<file path="src/rtl/inst_line_buf.sv">
// Single-line instruction buffer: serves hits from one resident line and
// refills the whole line from external memory on a miss.
module inst_line_buf #(
   parameter int unsigned LINE_LOG2 = 2
) (
   input  logic        clk,
   input  logic        rst,
   input  logic        rom_ce_i,
   input  logic [31:0] rom_addr_i,
   output logic [31:0] rom_data_o,
   output logic        stallreq_o,
   output logic        mem_req_o,
   output logic [31:0] mem_addr_o,
   input  logic        mem_ack_i,
   input  logic [31:0] mem_data_i
);

   localparam int unsigned WORDS = 1 << LINE_LOG2;
   localparam int unsigned OFF_W = LINE_LOG2 + 2;
   localparam int unsigned TAG_W = 32 - OFF_W;

   typedef enum logic [0:0] {
      ST_IDLE = 1'b0,
      ST_FILL = 1'b1
   } state_e;

   state_e               state_q, state_d;
   logic [LINE_LOG2-1:0] cnt_q, cnt_d;
   logic                 valid_q, valid_d;
   logic [TAG_W-1:0]     tag_q, tag_d;
   logic [31:0]          base_q, base_d;
   logic [31:0]          line_q [WORDS];
   logic [31:0]          line_d [WORDS];

   logic                 hit_c;
   logic                 miss_c;
   logic [LINE_LOG2-1:0] word_sel_c;

   // Hit/miss decode against the resident line
   always_comb begin
      word_sel_c = rom_addr_i[OFF_W-1:2];
      hit_c      = (state_q == ST_IDLE) && rom_ce_i && valid_q &&
                   (tag_q == rom_addr_i[31:OFF_W]);
      miss_c     = (state_q == ST_IDLE) && rom_ce_i && !hit_c;
   end

   // Next-state: latch line base on a miss, then collect one word per ack
   always_comb begin
      state_d = state_q;
      cnt_d   = cnt_q;
      valid_d = valid_q;
      tag_d   = tag_q;
      base_d  = base_q;
      line_d  = line_q;
      case (state_q)
         ST_IDLE: begin
            if (miss_c) begin
               base_d  = rom_addr_i & ~32'(WORDS * 4 - 1);
               cnt_d   = '0;
               valid_d = 1'b0;
               state_d = ST_FILL;
            end
         end
         ST_FILL: begin
            if (mem_ack_i) begin
               line_d[cnt_q] = mem_data_i;
               cnt_d         = cnt_q + LINE_LOG2'(1);
               if (cnt_q == LINE_LOG2'(WORDS - 1)) begin
                  tag_d   = base_q[31:OFF_W];
                  valid_d = 1'b1;
                  state_d = ST_IDLE;
               end
            end
         end
         default: state_d = ST_IDLE;
      endcase
   end

   // State and line storage registers with synchronous reset
   always_ff @(posedge clk) begin
      if (rst) begin
         state_q <= ST_IDLE;
         cnt_q   <= '0;
         valid_q <= 1'b0;
         tag_q   <= '0;
         base_q  <= '0;
         for (int i = 0; i < WORDS; i++) line_q[i] <= '0;
      end else begin
         state_q <= state_d;
         cnt_q   <= cnt_d;
         valid_q <= valid_d;
         tag_q   <= tag_d;
         base_q  <= base_d;
         for (int i = 0; i < WORDS; i++) line_q[i] <= line_d[i];
      end
   end

   // Core and memory side outputs; forced quiet while reset is held
   always_comb begin
      rom_data_o = '0;
      stallreq_o = 1'b0;
      mem_req_o  = 1'b0;
      mem_addr_o = '0;
      if (!rst) begin
         if (hit_c) rom_data_o = line_q[word_sel_c];
         stallreq_o = miss_c || (state_q == ST_FILL);
         if (state_q == ST_FILL) begin
            mem_req_o  = 1'b1;
            mem_addr_o = base_q + 32'({cnt_q, 2'b00});
         end
      end
   end

endmodule

</file>
<file path="config.mk">
export PLATFORM = sky130hd
export DESIGN_NAME = inst_line_buf
export DESIGN_NICKNAME = d
export VERILOG_FILES = /design/src/rtl/inst_line_buf.sv
export SDC_FILE = /design/constraint.sdc
export NUM_CORES = 1
export LEC_CHECK = 0
export BUFFER_PORTS_ARGS = -buffer_cell sky130_fd_sc_hd__clkbuf_2
export CAP_MARGIN = 10
export CORE_UTILIZATION = 51
export CTS_BUF_LIST = sky130_fd_sc_hd__clkbuf_4 sky130_fd_sc_hd__clkbuf_8 sky130_fd_sc_hd__clkbuf_16
export CTS_CLUSTER_DIAMETER = 30
export CTS_CLUSTER_SIZE = 28
export DETAILED_ROUTE_END_ITERATION = 6
export PLACE_DENSITY = 0.76
export SLEW_MARGIN = 30
export SYNTH_ARGS = -nofsm -noshare
export SYNTH_HDL_FRONTEND = slang
export SYNTH_SLANG_ARGS = --single-unit
</file>
<file path="constraint.sdc">
create_clock -name clk -period 1.42 [get_ports clk]
set_input_delay 0.142 -clock clk [delete_from_list [all_inputs] [get_ports clk]]
set_output_delay 0.142 -clock clk [all_outputs]
set_load 0.02 [all_outputs]
</file>
==> results.md <==
- Worst R2R Start: tag_q[18]
- IO buf count: between 100 and 150
- Vias/cell: 5.64
- Fraction of layout cells with a size suffix above 1: 32.1%
- WL final: 26900 um
- Crit Path Category: reg2out
- Core ar.: 0.0159 mm^2
- Worst Path Max Fanout: 8
- CP peak stage delay: ~380 ps
- Overall Global Routing Usage: between 30% and 40%
- Die height: 130 um
- Mapped Cells: 986
- Die ar.: about 0.017 mm^2
- # nets final: 1244
- CP Data Arrival Time: 2390 ps
- Clock Path Buffers: 2
- DRC violations left: 0
- Setup Skew: approximately 13 ps
- Worst-path cell chain: xnor2_2 -> nand4_1 -> nor4_2 -> nand3b_1 -> buf_6 -> clkbuf_16 -> nor2b_4 -> buf_8
- Netlist cell types: 31
- Initial DRC Count: a little under 800
- Setup Viol. Count Final: between 90 and 100
- Final Critical Period: 2530 ps
- Rel. slew slack: between 60% and 70%
- Maxcap violations: 0
- Failing checks: negative setup slack
- Max Clock Freq: 395 MHz
- Clk Latency, worst-skew pair: about 440 ps
- Initial core utilization: 52.3%
- Final Hold Viols: 0
- Boundary Pins: roughly 130
- Critical path launch point type: flop
- Number of buffer and inverter stages on the critical path: 3
- Vias in the first global route: 7804
- Vias: just under 8000
- CP top delay family: simple AND/OR/NAND/NOR gates
- Leak: around 4.4 nW
- Initial antenna violation count: 0
- Register area: 0.00379 mm^2
- Number of CTS-inserted buffers: 17
- Register area share after synthesis: 45.1%
- Worst path required time: 1280 ps
- Status: finished with violations
- #FFs+latches synth: ~190
- Area Growth Syn to Fin: 46.2%
- Worst min-delay path startpoint: rom_addr_i[5]
- Design Power: between 10 and 15 mW
- CP Launch Point: tag_q[0]
- Cell area after synthesis: 0.00834 mm^2
- Fill count: slightly below 1000
- Clock Sink Count: 188
- Clock slew at reported path FFs: around 70 ps
- GRT Residual Overflow: 0
- ANT cells: 0
- RSZ-0062 raised after global routing: true
- Worst Setup End Kind: output port
- H-tree level count: 4
- Gpl congestion: around 0.76
- Iteration count of the initial detailed-routing pass: 6
- Peak supply drop: 847 uV
- Setup slack at placement: -468 ps
- DR WL/cell: 19.2 um
- Final WS setup: -1110 ps
- FP Rows: 46
- First-pass GRT wire length: slightly below 40000 um
- Routed Antenna Nets: 0
- Yosys Warn Count: 0
- Clk root buf: clkbuf_16
- DPL Wire Length: approximately 13000 um
- Period utilization: 178%
- CTS tree: yes
- Worst path slowest cell: nor4_2
- Die Span X: 130 um
- Footprint of the multi-input gates: about 0.0048 mm^2
- P per Cell Area: roughly 960 mW/mm^2
- Worst-margin pin slew: between 500 and 600 ps
- Hold Crit Class: in2reg
- Largest net degree at the start of global routing: 124
- Slew Limit Fails: 0
- Post-Syn Area per Cell: about 8.5 um^2
per-layer routing:
metal  wire length, um  share of wire (%)  GRT usage, %  vias up
li1                  -                  -             -     3613
met1             10100                 38          35.8     3836
met2             13900                 52          54.2      381
met3              2070                7.7          7.59       63
met4               751                2.8          13.3        0
met5                 0                  0             0        -
synth_stat cells, drive strengths merged:
master  instances  area (um^2)
nand3           6         30.0
nand2         315         1180
nor4            2         25.0
dfxtp         188         3760
a21boi          1         11.3
buf            16          106
o22ai           1         6.26
nand3b          3         22.5
o32ai           1         8.76
a21oi         158          791
or3             1         6.26
clkbuf         64          241
xnor2          28          245
mux4           32          721
and2           28          175
o21ai           1         5.00
mux2i          28          280
nand4           6         37.5
and3            4         25.0
nor2b          33          206
nor2            1         3.75
ha              4         50.1
a21bo           1         10.0
nand2b         57          357
nor3            2         10.0
inv             4         15.0
conb            1         3.75
timing repair:
action,in CTS,in global routing
endpoints found under the hold margin,148,0
pin swaps,40,19
buffers inserted,10,4
cloned,8,2
gates resized for setup,187,109
hold buffers,53,0
setup endpoints to repair,140,210
power by group:
part | total (mW) | internal (mW) | switching, mW
Clock | 4.92 | 2.77 | 2.15
Sequential | 5.45 | 5.37 | 0.0777
Combinational | 1.28 | 0.654 | 0.621
Total | 11.6 | 8.80 | 2.85
sequential cells by signal (all words and copies together) (netlist names):
register and cells:
line_q 128, base_q 28, tag_q 28, cnt_q 2, state_q 1, valid_q 1
area by class of cell:
type	instances	area share, %
Tap cell	216	2.22
Timing Repair Buffer	246	22.6
Inverter	4	0.144
Multi-Input combinational cell	715	39.1
Sequential cell	188	31.1
Clock buffer	17	3.49
Clock inverter	14	1.39
worst reg2reg max path, cell delays in order, from the launching register on:
cell and delay (ps):
dfxtp_2 350, xnor2_2 170, nand4_1 200, nor4_4 350, buf_4 190, buf_6 90
buf_6 80, buf_6 100, a21boi_4 50, buf_12 140, buf_12 130, buf_16 140
mux2i_1 120
cell families (layout without fill, tap and decap cells):
group / Yosys count / in the layout / synth area share (%)
adder cells (fa/ha/maj): 4 / 4 / 0.600
multiplexers: 60 / 60 / 12.0
buffers and inverters: 84 / 281 / 4.35
other: 1 / 2 / 0.0450
AO/OA/AOI/OAI: 163 / 163 / 9.98
flip-flops: 188 / 188 / 45.1
XOR/XNOR: 28 / 28 / 2.94
AND/OR/NAND/NOR: 458 / 458 / 25.0
path summary, 6_finish.rpt:
path                        end  slack [ps]  depth (start not counted)
setup / recovery  rom_data_o[1]       -1110                          8
hold / removal        base_q[5]          50                          3
setup reg to reg      base_q[5]        -810                         12
hold reg to reg      line_q[42]         450                          2
stage by stage:
step / hold WS [ps] / cells / utilization, % / cell area, um^2 / setup TNS (ps)
floorplan: 278 / 987 / - / 8600 / -10140
global route: 24.5 / 1400 / 76.4 / 12200 / -73510
detailed placement: 413 / 1294 / 60.8 / 9700 / -20590
CTS: 1.02 / 1395 / 74.3 / 11800 / -55090
finish: 47.1 / 1400 / 76.4 / 12200 / -67550
global placement: 410 / 1294 / 60.8 / 9700 / -19880
cells in the final DEF (no fill, tap or decap), types with 4 or more instances in the layout:
cell type	instances
nor2b_4	32
dfxtp_1	166
buf_4	19
dfxtp_2	21
xnor2_1	12
clkbuf_8	6
nand3_1	4
buf_16	7
clkbuf_16	19
buf_12	21
clkbuf_2	64
mux2i_1	28
nand2b_1	57
nand2_1	315
nand4_1	6
xnor2_2	16
and2_4	28
mux4_2	32
buf_8	47
a21oi_1	153
dlygate4sd3_1	53
a21oi_2	5
clkinv_2	4
buf_6	27
No activity file was read; power rests on OpenSTA's default activity.
